### config.mk
export PLATFORM = sky130hd
export DESIGN_NAME = divider_scheduler
export DESIGN_NICKNAME = d
export VERILOG_FILES = /design/src/rtl/divider_scheduler.sv
export SDC_FILE = /design/constraint.sdc
export NUM_CORES = 1
export LEC_CHECK = 0
export ABC_AREA = 1
export CORE_MARGIN = 4
export CORE_UTILIZATION = 25
export CTS_CLUSTER_DIAMETER = 120
export CTS_CLUSTER_SIZE = 25
export DETAILED_ROUTE_END_ITERATION = 7
export SYNTH_ARGS = -nofsm -noshare
export SYNTH_HDL_FRONTEND = slang
export SYNTH_SLANG_ARGS = --single-unit
export TNS_END_PERCENT = 5
### constraint.sdc
create_clock -name i_clk -period 3.3 [get_ports i_clk]
set_input_delay 0.33 -clock i_clk [delete_from_list [all_inputs] [get_ports i_clk]]
set_output_delay 0.33 -clock i_clk [all_outputs]
set_load 0.02 [all_outputs]
### src/rtl/divider_scheduler.sv
// -----------------------------------------------------------------------------
// divider_scheduler
//
// Walks the CDF memory from bin 0 to BINS-1. For each bin it reads one CDF
// word, starts the divider with a one-cycle div_en pulse, waits for the
// divider result, and writes it into the equalisation LUT at the same bin
// index. If the divider does not respond within TIMEOUT cycles, the run stops
// in an error state with a sticky error flag.
//
// Ports
//   i_clk            system clock, rising edge
//   i_reset          synchronous, active-high reset
//   i_start          begin a run (accepted only in IDLE or ERR)
//   i_abort          cancel a running sequence (ignored when not busy)
//   o_busy           high in every state except IDLE and ERR
//   o_done           one-cycle pulse after the last bin has been written
//   o_error          sticky divider-timeout flag
//   o_cdf_rd_en      CDF memory read strobe
//   o_cdf_rd_addr    CDF read address
//   i_cdf_rd_data    CDF read data, valid one cycle after o_cdf_rd_en
//   o_div_enable     divider enable, equal to o_busy
//   o_div_en         divider start pulse, one per bin
//   o_div_cdf_in     divider operand
//   i_div_g_out      divider result
//   i_div_ready      divider result valid
//   o_lut_wr_en      LUT write strobe, one per bin
//   o_lut_wr_addr    LUT write address (bin index)
//   o_lut_wr_data    captured divider result
// -----------------------------------------------------------------------------
module divider_scheduler #(
  parameter int BINS    = 256,
  parameter int ADDR_W  = 8,
  parameter int DATA_W  = 32,
  parameter int TIMEOUT = 64
) (
  input  logic              i_clk,
  input  logic              i_reset,
  input  logic              i_start,
  input  logic              i_abort,
  output logic              o_busy,
  output logic              o_done,
  output logic              o_error,
  output logic              o_cdf_rd_en,
  output logic [ADDR_W-1:0] o_cdf_rd_addr,
  input  logic [DATA_W-1:0] i_cdf_rd_data,
  output logic              o_div_enable,
  output logic              o_div_en,
  output logic [DATA_W-1:0] o_div_cdf_in,
  input  logic [DATA_W-1:0] i_div_g_out,
  input  logic              i_div_ready,
  output logic              o_lut_wr_en,
  output logic [ADDR_W-1:0] o_lut_wr_addr,
  output logic [DATA_W-1:0] o_lut_wr_data
);

  typedef enum logic [2:0] {
    S_IDLE,
    S_RD_REQ,
    S_RD_WAIT,
    S_ISSUE,
    S_WAIT_DIV,
    S_WRITE,
    S_DONE,
    S_ERR
  } state_t;

  localparam int                CNT_W    = (TIMEOUT > 1) ? $clog2(TIMEOUT) : 1;
  localparam logic [CNT_W-1:0]  CNT_LAST = CNT_W'(TIMEOUT - 1);
  localparam logic [ADDR_W-1:0] IDX_LAST = ADDR_W'(BINS - 1);

  state_t              r_state;
  state_t              w_state_n;
  logic [ADDR_W-1:0]   r_idx;
  logic [ADDR_W-1:0]   w_idx_n;
  logic [CNT_W-1:0]    r_cnt;
  logic [DATA_W-1:0]   r_operand;
  logic                w_busy;
  logic                w_accept;
  logic                w_capture_g;

  logic                r_busy;
  logic                r_done;
  logic                r_error;
  logic                r_cdf_rd_en;
  logic [ADDR_W-1:0]   r_cdf_rd_addr;
  logic                r_div_en;
  logic                r_lut_wr_en;
  logic [ADDR_W-1:0]   r_lut_wr_addr;
  logic [DATA_W-1:0]   r_lut_wr_data;

  // Next-state and index logic.
  // NOTE: every signal written here gets a default first so no latch is inferred.
  always_comb begin
    w_state_n   = r_state;
    w_idx_n     = r_idx;
    w_busy      = (r_state != S_IDLE) && (r_state != S_ERR);
    w_accept    = !w_busy && i_start;
    w_capture_g = 1'b0;

    if (w_busy && i_abort) begin
      w_state_n = S_IDLE;
    end else begin
      case (r_state)
        S_IDLE, S_ERR: begin
          if (i_start) begin
            w_state_n = S_RD_REQ;
            w_idx_n   = '0;
          end
        end
        S_RD_REQ:  w_state_n = S_RD_WAIT;
        S_RD_WAIT: w_state_n = S_ISSUE;
        S_ISSUE:   w_state_n = S_WAIT_DIV;
        S_WAIT_DIV: begin
          // A ready arriving on the last allowed cycle still wins over timeout.
          if (i_div_ready) begin
            w_state_n   = S_WRITE;
            w_capture_g = 1'b1;
          end else if (r_cnt == CNT_LAST) begin
            w_state_n = S_ERR;
          end
        end
        S_WRITE: begin
          if (r_idx == IDX_LAST) begin
            w_state_n = S_DONE;
          end else begin
            w_state_n = S_RD_REQ;
            w_idx_n   = r_idx + ADDR_W'(1);
          end
        end
        S_DONE:  w_state_n = S_IDLE;
        default: w_state_n = S_IDLE;
      endcase
    end
  end

  // State, datapath and registered outputs. Strobes are decoded from the next
  // state so each one is high exactly while the FSM sits in its state.
  // NOTE: sequential state uses non-blocking assignments so all registers
  // update together from the pre-edge values.
  always_ff @(posedge i_clk) begin
    if (i_reset) begin
      r_state       <= S_IDLE;
      r_idx         <= '0;
      r_cnt         <= '0;
      r_operand     <= '0;
      r_busy        <= 1'b0;
      r_done        <= 1'b0;
      r_error       <= 1'b0;
      r_cdf_rd_en   <= 1'b0;
      r_cdf_rd_addr <= '0;
      r_div_en      <= 1'b0;
      r_lut_wr_en   <= 1'b0;
      r_lut_wr_addr <= '0;
      r_lut_wr_data <= '0;
    end else begin
      r_state     <= w_state_n;
      r_idx       <= w_idx_n;
      r_busy      <= (w_state_n != S_IDLE) && (w_state_n != S_ERR);
      r_cdf_rd_en <= (w_state_n == S_RD_REQ);
      r_div_en    <= (w_state_n == S_ISSUE);
      r_lut_wr_en <= (w_state_n == S_WRITE);
      r_done      <= (w_state_n == S_DONE);

      if (w_state_n == S_RD_REQ) begin
        r_cdf_rd_addr <= w_idx_n;
      end
      if (w_state_n == S_WRITE) begin
        r_lut_wr_addr <= r_idx;
      end

      if (r_state == S_RD_WAIT) begin
        r_operand <= i_cdf_rd_data;
      end
      if (w_capture_g) begin
        r_lut_wr_data <= i_div_g_out;
      end

      if (r_state == S_ISSUE) begin
        r_cnt <= '0;
      end else if (r_state == S_WAIT_DIV && !i_div_ready) begin
        r_cnt <= r_cnt + CNT_W'(1);
      end

      if (w_accept) begin
        r_error <= 1'b0;
      end else if (r_state == S_WAIT_DIV && w_state_n == S_ERR) begin
        r_error <= 1'b1;
      end
    end
  end

  assign o_busy        = r_busy;
  assign o_done        = r_done;
  assign o_error       = r_error;
  assign o_cdf_rd_en   = r_cdf_rd_en;
  assign o_cdf_rd_addr = r_cdf_rd_addr;
  assign o_div_enable  = r_busy;
  assign o_div_en      = r_div_en;
  // The operand only reloads in RD_WAIT, so it is stable from ISSUE to WRITE.
  assign o_div_cdf_in  = r_operand;
  assign o_lut_wr_en   = r_lut_wr_en;
  assign o_lut_wr_addr = r_lut_wr_addr;
  assign o_lut_wr_data = r_lut_wr_data;

endmodule

* Word level (Yosys, flattened, before mapping)
Cells that the tools add are included.
Cells by class: $add $sub $neg 2, multiply operators 0, div/mod/pow operators 0, $lt $le $gt $ge 0, equal/unequal tests 16, shift-type cells 0, muxes and demuxes 13, bitwise logic cells 0, reductions and logical operators 14
Operator list (number):
- 8-bit 2-to-1 mux | 3
- 3-bit equality test (second input constant) | 7
- 3-bit case mux with 7 select lines | 1
- 8-bit case mux with 2 select lines | 1
- 3-bit 2-to-1 mux | 5
- 3-bit by 2-bit equality test with 1-bit output (second input constant) | 3
- 8-bit by 1-bit adder with 8-bit output (second input constant) | 1
- 8-bit equality test (second input constant) | 1
- 6-bit by 1-bit adder with 6-bit output (second input constant) | 1
- 3-bit by 1-bit equality test with 1-bit output (second input constant) | 2
- 6-bit equality test (second input constant) | 1
- 1-bit logical AND | 6
- 3-bit != test (second input constant) | 2
- 3-bit nonzero test | 2
- 2-bit OR reduction | 3
- 3-bit zero test | 1
- 1-bit 2-to-1 mux | 3
- 1-bit zero test | 2
Word-level totals: register bits 103, latch bits 0, memory bits (writable) 0, memory bits (read-only) 0, bits of input ports 69, output and inout bits 87, word-level logic and storage cells 58, memories kept 0

* Logic depth before layout (Yosys ltp)
Gate-level depths: netlist of the first run.
depth after elaboration 7, mapped depth 12, mapped depth without buffers 12

* Least setup slack after synthesis of the first run
Ideal clock, no wire load.
kind register to register, start point reg r_idx[0], end point reg r_cdf_rd_addr[3], in the netlist o_cdf_rd_addr[3], library setup time 0.109 ns, arrival 1.467 ns, data required time 3.191 ns, slack 1.725 ns, cell stages (with the launch flop) 11, path buffers 1, clock period less this slack 1.575 ns, cell sequence dfxtp_1 > ha_1 > nand2_1 > nor2_2 > nand3_2 > nand3_4 > inv_2 > buf_6 > o21a_1 > nand2_1 > inv_1
On the way: word-level cells in the longest chain between the ends 5, elaborated cells between the ends (all ways) 9, classes of those cells 1 x add/sub; 2 x eq/ne; 6 x mux
RTL lines:
- start: declaration | line 73 | logic [ADDR_W-1:0] r_idx;
- start signal: assignment | line 157 | r_idx <= w_idx_n;
- parallel branches: the longest is 5 deep, another holds 8-bit by 1-bit adder with 8-bit output
- end signal: assignment | line 165 | r_cdf_rd_addr <= w_idx_n;
- end: declaration | line 85 | logic [ADDR_W-1:0] r_cdf_rd_addr;
Parallel ways; which one is timed is not known. A chain may end at the register's enable or synchronous reset.

* Final worst setup path of the first run
start point reg r_state[1], end point reg r_lut_wr_addr[2], in the netlist o_lut_wr_addr[2]
On the way: word-level cells in the longest chain between the ends 5, elaborated cells between the ends (all ways) 19, classes of those cells 9 x eq/ne; 5 x mux; 5 x reduce/logical
RTL lines:
- start: declaration | line 71 | state_t r_state;
- start signal: assignment | line 156 | r_state <= w_state_n;
- 3-bit equality test (tied with other cells) | line 103 | case (r_state)
- 2-bit OR reduction (tied with other cells) | line 103
- 3-bit case mux with 7 select lines / 1-bit logical AND (equally long branches) | line 103, 100
- 3-bit 2-to-1 mux (*) | line 100 | if (w_busy && i_abort) begin
- 3-bit equality test (*) | line 167 | if (w_state_n == S_WRITE) begin
- end signal: assignment | line 168 | r_lut_wr_addr <= r_idx;
- end: declaration | line 88 | logic [ADDR_W-1:0] r_lut_wr_addr;
Mark *: on every way between the ends. The rest lies on a longest branch, timed or not.

==> results of run 1 <==
==> sequential cells by signal, indices dropped and copies added, names as in the netlist <==
| signal | count |
|---|---|
| r_state | 3 |
| r_idx | 8 |
| o_done | 1 |
| o_busy | 1 |
| o_cdf_rd_addr | 8 |
| o_div_en | 1 |
| o_lut_wr_en | 1 |
| o_lut_wr_addr | 8 |
| o_lut_wr_data | 32 |
| o_cdf_rd_en | 1 |
| r_cnt | 6 |
| o_div_cdf_in | 32 |
| o_error | 1 |
==> power by group through the flow <==
stage	logic (mW)	registers, mW	clock network, mW
3_3_place_gp	2.08	1.71	0
4_1_cts	2.09	1.69	1.21
6_report	2.06	1.69	1.15
2_1_floorplan	0.961	2.04	0
5_1_grt	2.28	1.73	1.25
3_5_place_dp	2.08	1.72	0
==> kinds of logic after synthesis <==
| kind of cell | Yosys count | share of synthesized area [%] |
|---|---|---|
| xor+xnor | 1 | 0.213 |
| flops | 103 | 50.2 |
| fa+ha+maj | 2 | 0.609 |
| compound gates | 113 | 14.4 |
| buf+inv | 66 | 7.34 |
| simple gates | 267 | 27.2 |
==> through the flow <==
step,hold WS (ns),total power [mW],area [µm²],std cells
global placement,0.455,3.79,5810,899
finish,0.471,4.90,6130,913
CTS,0.474,4.99,6130,913
global route,0.490,5.25,6130,913
floorplan,0.452,3.00,4110,552
detailed placement,0.463,3.80,5810,899
==> routing by layer <==
metal / global-route usage (%) / up-vias / routed length [µm]
li1: - / 2039 / -
met2: 19.2 / 106 / 5070
met4: 4.42 / 0 / 144
met5: 0 / - / 0
met3: 4.15 / 10 / 805
met1: 15.0 / 1684 / 5360
==> worst max-delay path by stage <==
| stage | endpoint | slack (ns) | cells after the start |
|---|---|---|---|
| 6_report | o_lut_wr_addr[2] | 1.18 | 8 |
| 5_1_grt | o_lut_wr_addr[2] | 0.93 | 8 |
| 4_1_cts | o_lut_wr_addr[3] | 1.14 | 8 |
| 3_5_place_dp | o_lut_wr_addr[3] | 1.14 | 6 |
| 3_3_place_gp | o_lut_wr_addr[6] | 1.15 | 5 |
| 2_1_floorplan | o_cdf_rd_addr[3] | 1.72 | 10 |
==> layout by cell type, fill, tap and decap left out <==
cell type,count
nor2_1,158
clkdlybuf4s50_1,155
dfxtp_1,103
nand2_1,70
o21ai_0,63
inv_1,33
o21ai_1,21
a21oi_1,20
nand3_1,17
clkbuf_16,9
o21a_1,6
nand2_2,5
inv_2,5
nand3_2,3
nor2_2,3
nand2_4,2
nand4_1,2
ha_1,2
bufinv_16,2
clkbuf_8,2
buf_4,2
o21ai_2,1
nor2_4,1
a21oi_2,1
nor4_1,1
clkinv_2,1
nand3_4,1
nor3_2,1
a211oi_1,1
xor2_1,1
nor3b_1,1
or2_2,1
or2_0,1
clkinvlp_4,1
buf_12,1
==> worst max-delay path, cell delays in order, from the launching register on <==
cell	delay (ns)
dfxtp_1	0.50
nand2_2	0.10
nand2_2	0.12
nand2_4	0.09
nand2_2	0.23
nand3_2	0.12
inv_2	0.55
o21ai_0	0.19
a21oi_1	0.14
==> layout make-up <==
cell class / instances / area share, %
Sequential cell: 103 / 33.6
Multi-Input combinational cell: 383 / 28.5
Timing Repair Buffer: 158 / 25.9
Tap cell: 216 / 4.41
Clock buffer: 11 / 4.12
Inverter: 39 / 2.41
Clock inverter: 3 / 1.10
==> metrics.md, run 1 <==
| Metric | Value |
|---|---|
| Critical Path AT | `2.39 ns` |
| Cells after Synth | `552` |
| Sink Count | `103` |
| GRT Total Usage | `12.0%` |
| Hold Crit Endpoint | `o_cdf_rd_addr[1]` |
| Worst setup SP type | `flip-flop` |
| Fmax | `0.473 GHz` |
| R2R setup slack | `1.18 ns` |
| R2R depth | `8` |
| Register area share after synthesis | `50.2%` |
| RSZ-0062 raised after global routing | `false` |
| # fillers | `1691` |
| Post-route ant nets | `0` |
| Core Util, Final | `38.3%` |
| P&R area growth vs syn | `49.3%` |
| Site Rows | `46` |
| Yosys top cell by area | `dfxtp_1` |
| Vias in the first global route | `3499` |
| Total gr overflow | `0` |
| Final net count | `765` |
| Mapped Nets | `623` |
| Crit-path max FO | `43` |
| Core Box Area | `16000 µm²` |
| Clock Skews | `0.00724 ns` |
| Worst VDD drop | `0.299 mV` |
| Flops & latches, synth | `103` |
| Cts bufs inserted | `9` |
| Total I/O pin count | `156` |
| CP endpoint kind | `flip-flop` |
| Sequential share of power | `34.4%` |
| Worst hold start | `o_cdf_rd_addr[1]` |
| Multi-input gate area | `1750 µm²` |
| # setup viols final | `0` |
| Synth warnings | `0` |
| Slew Limit Headroom | `31.2%` |
| Distinct cell type count after synthesis | `32` |
| PostCTS Resize Cnt | `0` |
| # hold bufs at CTS | `0` |
| Clk_lat worst skew | `0.35 ns` |
| Final min period | `2.12 ns` |
| Final GP Congestion | `0.799` |
| Run status | `complete, no violations` |
| PwrDens | `800 nW/µm²` |
| Async SR Flop Fraction | `0%` |
| Setup WS post-layout | `1.18 ns` |
| Starting density of the core | `25.7%` |
| Switching Fraction | `37.1%` |
| P_sw | `1.82 mW` |
| Final hold violation count | `0` |
| H-tree depth | `3` |
| Ant diodes | `0` |
| Slew @ Worst Pin | `1.03 ns` |
| P_int | `3.08 mW` |
| Initial antenna violation count | `0` |
| CP required | `3.57 ns` |
| Dpl hpwl | `7800 µm` |
| Register area | `2060 µm²` |
| Die Y | `136 µm` |
| Final Max Tran Viols | `0` |
| Hold Path Depth | `2` |
| DRC viols | `0` |
| Clock share of power | `23.5%` |
| DR iter-0 viols | `213` |
| Largest net degree at the start of global routing | `73` |
| Syn Area/Cell | `7.44 µm²` |
| Top cells by area, synth | `dfxtp_1 (50%), nor2_1 (15%), o21ai_0 (7.7%)` |
| Post-Syn Area | `4110 µm²` |
| Combinational share of power | `42.1%` |
| Max Cap Violations | `0` |
| FF-to-FF End | `o_lut_wr_addr[2]` |
| First-pass GRT wire length | `17700 µm` |
| Vias per std cell | `4.20` |
| Layout cells sized above 1 | `6.03%` |
| Leak Pwr | `2.40 nW` |
| Top cell type's share of synthesized area | `50.2%` |
| Clock Tree Root | `clkbuf_16` |
| Post-Route WL | `11400 µm` |
| Vias | `3839` |
| Port buffer count | `155` |
| Crit share post-route | `64.1%` |
| Die Area | `18500 µm²` |
| Clk slew on worst S/H paths | `0.06 ns` |
| Synth Flop Type | `dfxtp_1` |
| Crit. Startpoint | `r_state[1]` |
| Count leader, synth | `nor2_1` |
| Drt wl/cell | `12.5 µm` |
| CTS tree | `built` |
| Setup TNS | `0 ns` |
| First drt pass iteration count | `6` |
| Total setup buffers inserted after CTS | `0` |
| Post-synth top cells | `nor2_1 (159), dfxtp_1 (103), nand2_1 (70)` |
| WS Path Type | `reg -> reg` |
| Clock buffer depth | `2` |
| DIE WIDTH | `136 µm` |
| Pre-CTS setup slack | `1.14 ns` |
| Number of flops mapped to enable cells by yosys | `0` |
| Hold Crit Class | `reg -> reg` |
| R2r startpoint | `r_state[1]` |
Power figures use the tool's default switching activity.
==> inputs of run 2 (changes only) <==
clock period = 1.7 ns   (was 3.3 ns; I/O delays follow)
==> metrics.md, run 2 (synthesis results as in run 1) <==
| Metric | Value |
|---|---|
| Hold Path Depth | `3 (+1)` |
| Die Y | `136 µm (unchanged)` |
| Final GP Congestion | `0.752 (-5.8%)` |
| Drt wl/cell | `12.6 µm (+1.0%)` |
| Worst hold start | `i_cdf_rd_data[3]` |
| CP max-delay cell | `dfxtp_1` |
| Vias per std cell | `4.20 (-0.15%)` |
| Clk_lat worst skew | `0.35 ns (about the same)` |
| DR iter-0 viols | `285 (+34%)` |
| CP endpoint kind | `flip-flop` |
| Clock Skews | `0.0117 ns (+0.00447 ns)` |
| Cts bufs inserted | `9 (unchanged)` |
| H-tree depth | `3 (unchanged)` |
| Clk slew on worst S/H paths | `0.07 ns (about the same)` |
| Fmax | `0.646 GHz (+37%)` |
| First drt pass iteration count | `4 (-2)` |
| Run status | `complete, no violations` |
| Setup TNS | `0 ns (unchanged)` |
| Vias in the first global route | `3773 (+7.8%)` |
| Clock Tree Root | `clkbuf_16` |
| Sink Count | `103 (unchanged)` |
| Final min period | `1.55 ns (-0.568 ns)` |
| Total I/O pin count | `156 (unchanged)` |
| Die Area | `18500 µm² (unchanged)` |
| Layout cells sized above 1 | `10.1% (+4.1 points)` |
| Critical Path AT | `1.84 ns (-0.55 ns)` |
| WS Path Type | `reg -> reg` |
| DP Cell Count | `920 (+2.3%)` |
| Slew @ Worst Pin | `0.434 ns (-0.597 ns)` |
| Max Cap Violations | `0 (unchanged)` |
| CP Cell Sequence | `ha_2, nand2_2, nor2_4, nand2_2, buf_4, nand3_1, nand2_1, nand2_1, nand2_1, nand3_1, nand2_1, inv_1` |
| Final net count | `787 (+2.9%)` |
| PwrDens | `1500 nW/µm² (+88%)` |
| Leak Pwr | `2.51 nW (+4.2%)` |
| Crit-path max FO | `5 (-88%)` |
| Hold Crit Endpoint | `o_div_cdf_in[3]` |
| P&R area growth vs syn | `53.7%` |
| Site Rows | `46 (unchanged)` |
| Post-Route WL | `11800 µm (+3.7%)` |
| Crit-path max cell delay | `0.34 ns (-0.21 ns)` |
| Slew Limit Headroom | `70.8% (+40 points)` |
| # setup viols final | `0 (unchanged)` |
| Final hold violation count | `0 (unchanged)` |
| Vias | `3934 (+2.5%)` |
| Ant diodes | `0 (unchanged)` |
| Final Max Tran Viols | `0 (unchanged)` |
| Commonest cells after routing, fill and taps aside | `nor2_1 (158), clkdlybuf4s50_1 (155), dfxtp_1 (101)` |
| DRC viols | `0 (unchanged)` |
| Dpl hpwl | `8640 µm (+11%)` |
| Post-route ant nets | `0 (unchanged)` |
| GRT Total Usage | `12.7% (+0.64 points)` |
| Design Area, Final | `6310 µm² (+3.0%)` |
| R2R depth | `12 (+4)` |
| Clock buffer depth | `2 (unchanged)` |
| Post-route insts no fill | `937 (+2.6%)` |
| Placement Cell Area | `5980 µm² (+2.9%)` |
| Power Total | `9.48 mW (+93%)` |
| DIE WIDTH | `136 µm (unchanged)` |
| Worst setup SP type | `flip-flop` |
| First-pass GRT wire length | `18500 µm (+4.3%)` |
| R2R setup slack | `0.15 ns (-1.03 ns)` |
| Largest net degree at the start of global routing | `33 (-55%)` |
| Most common library cell in the layout ignoring fill and taps | `nor2_1` |
| Core Box Area | `16000 µm² (unchanged)` |
| Initial antenna violation count | `0 (unchanged)` |
| Port buffer count | `155 (unchanged)` |
| CTS tree | `built` |
| Starting density of the core | `25.7% (unchanged)` |
| CP dominant cell by count | `nand2_1` |
| Hold Crit Class | `in -> reg` |
| CP required | `2.00 ns (-1.57 ns)` |
| Worst VDD drop | `0.514 mV (+72%)` |
| Crit share post-route | `91.1% (+27 points)` |
| R2r startpoint | `r_idx[0]` |
| FF-to-FF End | `o_cdf_rd_addr[4]` |
| Total gr overflow | `0 (unchanged)` |
## run 2: critical path, delay by kind of cell, from the launching register on
kind | cells | cell delay (ns)
DFF | 1 | 0.34
buffers and inverters | 2 | 0.20
and+or+nand+nor | 9 | 0.75
adders and majority gates | 1 | 0.20
## run 2: stage by stage
step / hold slack (ns) / utilization [%] / setup slack [ns]
3_3_place_gp: 0.442 / 37.4 / 0.0972
2_1_floorplan: 0.305 / - / 0.125
6_report: 0.397 / 39.5 / 0.152
3_5_place_dp: 0.446 / 37.4 / 0.0745
4_1_cts: 0.379 / 39.2 / 0.0518
5_1_grt: 0.388 / 39.5 / -0.00946
## run 2: worst max-delay path by stage
stage / startpoint / to / slack [ns] / depth (start not counted)
6_report: r_idx[0] / o_cdf_rd_addr[4] / 0.15 / 12
5_1_grt: r_idx[1] / o_cdf_rd_addr[4] / -0.009 / 12
4_1_cts: r_idx[0] / o_busy / 0.05 / 11
3_5_place_dp: r_idx[0] / o_busy / 0.07 / 11
3_3_place_gp: r_idx[0] / o_busy / 0.1 / 11
2_1_floorplan: r_idx[0] / o_cdf_rd_addr[3] / 0.12 / 10
## run 2: repair_timing
item	CTS	global route
hold buffers	0	0
setup buffers	0	1
endpoints found under the hold margin	0	0
gates resized for setup	0	11
endpoints found under the setup margin	0	31
## run 2: layout make-up
cell class	count	area [µm²]
clock buffers	12	256
flip-flops and latches	103	2060
clock inverters	4	30.0
fillers	1717	9690
multi-input cells	383	1780
repair buffers	180	1760
well taps	216	270
inverters	39	148
## run 2: where the power goes
| part | leakage (nW) | internal [mW] | switching [mW] |
|---|---|---|---|
| clock network | 0.139 | 1.08 | 0.943 |
| registers | 0.838 | 2.99 | 0.288 |
| logic | 1.53 | 1.79 | 2.40 |
| total | 2.51 | 5.85 | 3.63 |
## run 2: routing by layer
| layer | global-route usage (%) | vias to the layer above | share of wire (%) |
|---|---|---|---|
| met3 | 4.33 | 11 | 7.0 |
| met1 | 15.9 | 1735 | 47 |
| met4 | 5.21 | 0 | 1.7 |
| li1 | - | 2088 | - |
| met5 | 0 | - | 0 |
| met2 | 19.8 | 100 | 44 |
